## src/rtl/ms_ff_shift_ctrl_if.sv

```systemverilog
// Parallel-word handshake between a producer and the shift-chain sequencer.
// The producer drives the master modport and the sequencer uses the slave modport.
interface ms_ff_shift_ctrl_if #(
  parameter int unsigned WIDTH = 8
);
  logic             in_valid;
  logic             in_ready;
  logic [WIDTH-1:0] in_data;

  modport master (output in_valid, output in_data, input in_ready);
  modport slave  (input in_valid, input in_data, output in_ready);
endinterface

```

## src/rtl/ms_ff_shift_ctrl.sv

```systemverilog
// Sequencer that shifts a parallel word one bit per clock into a master-slave DFF chain.
// Defining SHIFT_PARITY_EN appends an even-parity bit (state PAR) after the data bits.
module ms_ff_shift_ctrl #(
  parameter int unsigned WIDTH     = 8,
  parameter bit          LSB_FIRST = 1'b1,
  parameter int unsigned CNT_W     = $clog2(WIDTH + 2)
) (
  input  logic              clk,
  input  logic              reset,
  ms_ff_shift_ctrl_if.slave in_bus,
  input  logic              stall,
  input  logic              flush,
  output logic              ff_d,
  output logic              ff_en,
  output logic              busy,
  output logic              done,
  output logic [CNT_W-1:0]  bit_cnt
);
  localparam logic [1:0] StIdle  = 2'd0;
  localparam logic [1:0] StShift = 2'd1;
  localparam logic [1:0] StDone  = 2'd2;
`ifdef SHIFT_PARITY_EN
  localparam logic [1:0] StPar   = 2'd3;
`endif
  localparam logic [CNT_W-1:0] LastIdx = CNT_W'(WIDTH - 1);

  logic [1:0]       state_q, state_d;
  logic [WIDTH-1:0] shreg_q, shreg_d;
  logic [CNT_W-1:0] cnt_q, cnt_d;
  logic             ff_d_q;
  logic             accept;
  logic             shifting;
  logic             cur_bit;
`ifdef SHIFT_PARITY_EN
  logic             par_q, par_d;
`endif

  assign in_bus.in_ready = reset && (state_q == StIdle) && !flush;
  assign accept          = in_bus.in_ready && in_bus.in_valid;

  always_comb begin
    state_d = state_q;
    shreg_d = shreg_q;
    cnt_d   = cnt_q;
`ifdef SHIFT_PARITY_EN
    par_d   = par_q;
`endif
    unique case (state_q)
      StIdle: begin
        if (accept) begin
          shreg_d = in_bus.in_data;
          cnt_d   = '0;
          state_d = StShift;
`ifdef SHIFT_PARITY_EN
          par_d   = ^in_bus.in_data;
`endif
        end
      end
      StShift: begin
        if (!stall) begin
          shreg_d = LSB_FIRST ? (shreg_q >> 1) : (shreg_q << 1);
          cnt_d   = cnt_q + CNT_W'(1);
          if (cnt_q == LastIdx) begin
`ifdef SHIFT_PARITY_EN
            state_d = StPar;
`else
            state_d = StDone;
`endif
          end
        end
      end
`ifdef SHIFT_PARITY_EN
      StPar: begin
        if (!stall) begin
          cnt_d   = cnt_q + CNT_W'(1);
          state_d = StDone;
        end
      end
`endif
      StDone: begin
        cnt_d   = '0;
        state_d = StIdle;
      end
      default: begin
        cnt_d   = '0;
        state_d = StIdle;
      end
    endcase
    // Flush wins over stall and over completion of the last bit.
    if (flush && (state_q != StIdle)) begin
      state_d = StIdle;
      cnt_d   = '0;
    end
  end

  always_comb begin
    cur_bit  = LSB_FIRST ? shreg_q[0] : shreg_q[WIDTH-1];
    shifting = (state_q == StShift);
`ifdef SHIFT_PARITY_EN
    if (state_q == StPar) begin
      cur_bit  = par_q;
      shifting = 1'b1;
    end
`endif
    ff_en   = shifting && !stall;
    // A stalled cycle repeats whatever was last presented on ff_d.
    ff_d    = shifting ? (stall ? ff_d_q : cur_bit) : 1'b0;
    busy    = (state_q != StIdle);
    done    = (state_q == StDone) && !flush;
    bit_cnt = cnt_q;
  end

  always_ff @(posedge clk) begin
    if (!reset) begin
      state_q <= StIdle;
      shreg_q <= '0;
      cnt_q   <= '0;
      ff_d_q  <= 1'b0;
`ifdef SHIFT_PARITY_EN
      par_q   <= 1'b0;
`endif
    end else begin
      state_q <= state_d;
      shreg_q <= shreg_d;
      cnt_q   <= cnt_d;
      ff_d_q  <= ff_d;
`ifdef SHIFT_PARITY_EN
      par_q   <= par_d;
`endif
    end
  end
endmodule
```

## src/flat_wrapper.sv

```systemverilog
// flat-port wrapper written by rule: the top's interface ports become plain ports
module ms_ff_shift_ctrl_flat 
#(
  parameter int unsigned WIDTH     = 8,
  parameter bit          LSB_FIRST = 1'b1,
  parameter int unsigned CNT_W     = $clog2(WIDTH + 2)
)
  (clk, reset, stall, flush, ff_d, ff_en, busy, done, bit_cnt, in_bus_in_valid, in_bus_in_data, in_bus_in_ready);
  ms_ff_shift_ctrl_if #(.WIDTH(WIDTH)) in_bus_i ();
  input  logic clk;
  input  logic reset;
  input  logic stall;
  input  logic flush;
  output logic ff_d;
  output logic ff_en;
  output logic busy;
  output logic done;
  output logic [CNT_W-1:0] bit_cnt;
  input wire logic [$bits(in_bus_i.in_valid)-1:0] in_bus_in_valid;
  input wire logic [$bits(in_bus_i.in_data)-1:0] in_bus_in_data;
  output wire logic [$bits(in_bus_i.in_ready)-1:0] in_bus_in_ready;
  assign in_bus_i.in_valid = in_bus_in_valid;
  assign in_bus_i.in_data = in_bus_in_data;
  assign in_bus_in_ready = in_bus_i.in_ready;
  ms_ff_shift_ctrl #(.WIDTH(WIDTH), .LSB_FIRST(LSB_FIRST), .CNT_W(CNT_W)) u_core (.clk(clk), .reset(reset), .in_bus(in_bus_i), .stall(stall), .flush(flush), .ff_d(ff_d), .ff_en(ff_en), .busy(busy), .done(done), .bit_cnt(bit_cnt));
endmodule
```

## config.mk

```make
export PLATFORM = sky130hd
export DESIGN_NAME = ms_ff_shift_ctrl_flat
export DESIGN_NICKNAME = d
export VERILOG_FILES = /design/src/rtl/ms_ff_shift_ctrl_if.sv /design/src/rtl/ms_ff_shift_ctrl.sv /design/src/flat_wrapper.sv
export SDC_FILE = /design/constraint.sdc
export NUM_CORES = 1
export LEC_CHECK = 0
export CAP_MARGIN = 20
export CORE_AREA = 2 2 39 41
export DETAILED_ROUTE_END_ITERATION = 12
export DIE_AREA = 0 0 41 43
export DONT_BUFFER_PORTS = 1
export PLACE_DENSITY = 0.69
export SLEW_MARGIN = 40
export SYNTH_ARGS = -nofsm -noshare
export SYNTH_HDL_FRONTEND = slang
export SYNTH_SLANG_ARGS = --single-unit
```

## constraint.sdc

```tcl
create_clock -name clk -period 1.5 [get_ports clk]
set_input_delay 0.375 -clock clk [delete_from_list [all_inputs] [get_ports clk]]
set_output_delay 0.375 -clock clk [all_outputs]
set_load 0.02 [all_outputs]
```

# Word-level counts from Yosys, hierarchy flattened
# Cells that the tools add are included.
[word_totals] inputBits=13 register_bits=15 word_cells=39 out_inout_bits=9
[op_classes] n_reduce_logical=15 mux=12 n_eq_ne=6 bitwise_logic=1 n_addsub=1
[op_table] op="two-way mux 8 bit" n=2
[op_table] op="case mux 8 bit (2 select lines)" n=1
[op_table] op="two-way mux 4 bit" n=2
[op_table] op="case mux 4 bit (2 select lines)" n=1
[op_table] op="logical AND 1 bit" n=6
[op_table] op="two-way mux 2 bit" n=3
[op_table] op="AND reduction 3 bit" n=2
[op_table] op="adder 4 x 1 -> 4 bit, second input constant" n=1
[op_table] op="== test 4 x 3 -> 1 bit, second input constant" n=1
[op_table] op="inequality test 2 bit, second input constant" n=2
[op_table] op="case mux 2 bit (2 select lines)" n=1
[op_table] op="nonzero test 2 bit" n=2
[op_table] op="== test 2 x 1 -> 1 bit, second input constant" n=1
[op_table] op="== test 2 bit, second input constant" n=1
[op_table] op="logical NOT 1 bit" n=2
[op_table] op="logical NOT 2 bit" n=1
[op_table] op="two-way mux 1 bit" n=2
[op_table] op="inequality test 2 x 1 -> 1 bit, second input constant" n=1
[op_table] op="AND reduction 2 bit" n=1
[op_table] op="OR reduction 2 bit" n=1
[op_table] op="inverter 1 bit" n=1

# Longest topological paths before layout
[logic_depth] ltp_word=6 mapped_depth=5 mapped_depth_nobuf=5

# Least setup slack after synthesis
# No wires, ideal clock.
[synth_path] path_type="input to output" from="input port flush" to="output port in_bus_in_ready" t_arrival_ps=1261 setup_slack_ps=-136 cell_stages=1 t_required_ps=1125 path_buffers=0 path_cell_list="nor4b_1"
[synth_between] elab_chain_cells=2
[synth_rtl] item="start, declared" line="flat_wrapper.sv:13" text="input logic flush;"
[synth_rtl] item="logical NOT 1 bit" line="ms_ff_shift_ctrl.sv:38" text="assign in_bus.in_ready = reset && (state_q == StIdle) && !flush;"
[synth_rtl] item="logical AND 1 bit" line="ms_ff_shift_ctrl.sv:38"
[synth_rtl] item="end, declared" line="flat_wrapper.sv:21" text="output wire logic [$bits(in_bus_i.in_ready)-1:0] in_bus_in_ready;"
# No other way between the ends.

# Worst setup path in the final report
[layout_path] from="register u_core.state_q[0]" to="output port ff_en"
[layout_between] elab_chain_cells=2
[layout_rtl] item="start, declared" line="ms_ff_shift_ctrl.sv:27" text="logic [1:0] state_q, state_d;"
[layout_rtl] item="start signal, assigned" line="ms_ff_shift_ctrl.sv:115" text="state_q <= StIdle;"
[layout_rtl] item="start signal, assigned" line="ms_ff_shift_ctrl.sv:123" text="state_q <= state_d;"
[layout_rtl] item="== test 2 x 1 -> 1 bit" line="ms_ff_shift_ctrl.sv:98" text="shifting = (state_q == StShift);"
[layout_rtl] item="logical AND 1 bit" line="ms_ff_shift_ctrl.sv:105" text="ff_en = shifting && !stall;"
[layout_rtl] item="end, declared" line="flat_wrapper.sv:15" text="output logic ff_en;"
# No other way between the ends.

==> reports/results.txt <==
CP arrival: 1170 ps
pre-CTS WS: 27.9 ps
gr ovfl total: 0
clock slew at reported path FFs: 90 ps
CTS tree: yes
Yosys top cell area share: 41.3%
Total GRT Usage: 20.5%
Yosys cell types: 25
Placed Area: 810 um2
Avg Cell Area, Syn: 9.09 um2
Crit Path Max Fanout: 4
worst-skew pair later-pin latency: 280 ps
RSZ-0062 raised after global routing: true
Tightest Hold Check Type: input pin to register
crit end category: output pin
Final min period: 1540 ps
asr flop ratio synth: 0%
clock sinks: 15
Tot Pwr: 0.795 mW
sequential fraction of the synthesis area: 41.3%
fmax: 648 MHz
Initial Utilization: 52.5%
hold path cells: 1
CORE AREA: 0.00138 mm2
Pwr Density: 890 mW/mm2
YS warnings: 0
period utilization: 103%
Routed WL: 1.51 mm
CP startpoint kind: register
maximum VDD drop: 0.543 mV
Clock Skew: 5.17 ps
Area Overhead vs Synth: 22.9%
post-DR vias/cell: 5.75
DR WL/cell: 14.1 um
Leak: 0.462 nW
number of global-route vias before repair: 596
vias after detailed routing: 615
slew margin rel.: 76.9%
Slew Viols, Final: 0
Residual DRC: 0
design area: 893 um2
Worst R2R End: u_core.bit_cnt[2]$_SDFFE_PP0P_
Max Cap Viol: 0
post-route ant nets: 0
Fin. Hold Viols: 0
final worst slack: -43.2 ps
Mapped Cells: 80
status: finished, violations left
Initial DRT Pass Iterations: 3
clock buffer count from CTS: 3
number of H-tree levels: 1
worst reg-to-reg setup slack: 10 ps
net count after synthesis: 94
critical path class: register to output pin
Tightest Pin Transition: 346 ps
height of the die: 43 um
flops & latches, synth: 15
r2r startpoint: u_core.state_q[0]$_SDFFE_PP0P_
IO Pins: 22
r2r worst-path depth: 4
Mapped Area: 727 um2
first-pass GRT wire length: 2.43 mm
clock buffer depth: 2
RePlAce Congestion: 0.712
failing checks: setup timing
die area: 0.00176 mm2
clk root buf: clkbuf_4
commonest cells in the synthesized netlist: dfxtp_1, nand2_1, mux2i_1, nor2_1, o211a_1
hold-fix buffers at CTS: 0
initial drt markers: 2
antenna violations before repair: 0
Inserted Diodes: 0
most common cell in the synthesized netlist: dfxtp_1
largest net degree at the start of global routing: 16
post-DP HPWL: 1.09 mm
# port buffers: 0
Die Wd: 41 um
# setup viols final: 2
top post-synthesis cells by area: dfxtp_1, mux2i_1, o211a_1
post-synth top area cell: dfxtp_1
Worst EP required: 1120 ps
Top FF cell, synth: dfxtp_1
count of nets after finishing: 106
FP Rows: 14
EDFF count, synth: 0
worst hold path startpoint: reset
end of the worst hold path: u_core.ff_d_q$_SDFF_PN0_
share of layout cells above drive strength 1: 26.4%
-- what timing repair did --
item	in CTS	in global routing
gates resized for setup	9	4
endpoints found under the setup margin	4	9
gates cloned	0	0
buffers inserted	1	0
pin swaps	2	0
-- power breakdown --
part	switching, mW	internal [mW]	leakage, nW
Clock	0.131	0.0988	0.0177
Combinational	0.0679	0.0665	0.322
Sequential	0.0112	0.420	0.123
-- kinds of logic (layout without fill, tap and decap cells) --
kind of cell	Yosys count	after routing	synth area share, %
fa+ha+maj	1	1	1.72
compound gates	18	18	19.4
simple gates	35	35	24.6
flops	15	15	41.3
buf+inv	3	14	1.89
mux	8	8	11.0
-- worst max-delay path: stages (launching register included) --
cell and delay, ps:
dfxtp_2 360, or2b_4 300, nor2_4 100, buf_6 120
-- cell usage in the layout (no fill, tap or decap), drive strengths merged, types with 2 or more instances in the layout --
cell     n
nor2b    2
clkbuf   3
o21ai    3
nand3    2
buf     10
mux2i    8
nor2     7
dfxtp   15
nand2   13
nor3     3
and2     2
o211a    7
a21oi    3
-- stage by stage --
| stage | utilization, % | hold WS [ps] | TNS, ps | std cells |
|---|---|---|---|---|
| 2_1_floorplan | - | 435 | -1.22 | 80 |
| 3_3_place_gp | 58.5 | 448 | 0 | 102 |
| 3_5_place_dp | 58.5 | 461 | 0 | 102 |
| 4_1_cts | 63.6 | 204 | -111 | 107 |
| 5_1_grt | 64.6 | 200 | -296 | 107 |
| 6_report | 64.6 | 210 | -81.7 | 107 |
-- registers in the layout (all words and copies together), names as in the netlist --
register and flops:
u_core.state_q 2, u_core.ff_d_q 1, u_core.bit_cnt 4, u_core.shreg_q 8
-- cell type report --
cell class | count | area (um2)
Sequential cell | 15 | 302
Tap cell | 16 | 20.0
Clock inverter | 1 | 5.00
Clock buffer | 3 | 22.5
Multi-Input combinational cell | 62 | 458
Fill cell | 123 | 490
Timing Repair Buffer | 10 | 86.3
-- metal layers --
metal	global-route usage [%]	part of all wire [%]	vias up	wire, um
li1	-	-	314	-
met1	23.9	43	287	647
met2	32.8	53	12	792
met3	4.71	3.6	2	54
met4	10.7	0.99	0	15
met5	0	0	-	0
-- worst max-delay path by stage --
stage	start	endpoint	slack, ps	depth (start not counted)
floorplan	u_core.state_q[0]$_SDFFE_PP0P_	u_core.bit_cnt[3]$_SDFFE_PP0P_	-1	4
global placement	flush	u_core.bit_cnt[2]$_SDFFE_PP0P_	70	4
detailed placement	flush	u_core.bit_cnt[2]$_SDFFE_PP0P_	30	4
CTS	u_core.state_q[0]$_SDFFE_PP0P_	in_bus_in_ready	-60	3
global route	u_core.state_q[0]$_SDFFE_PP0P_	in_bus_in_ready	-100	3
finish	u_core.state_q[0]$_SDFFE_PP0P_	ff_en	-40	3
Note: power is estimated with default switching activity, not from simulation.
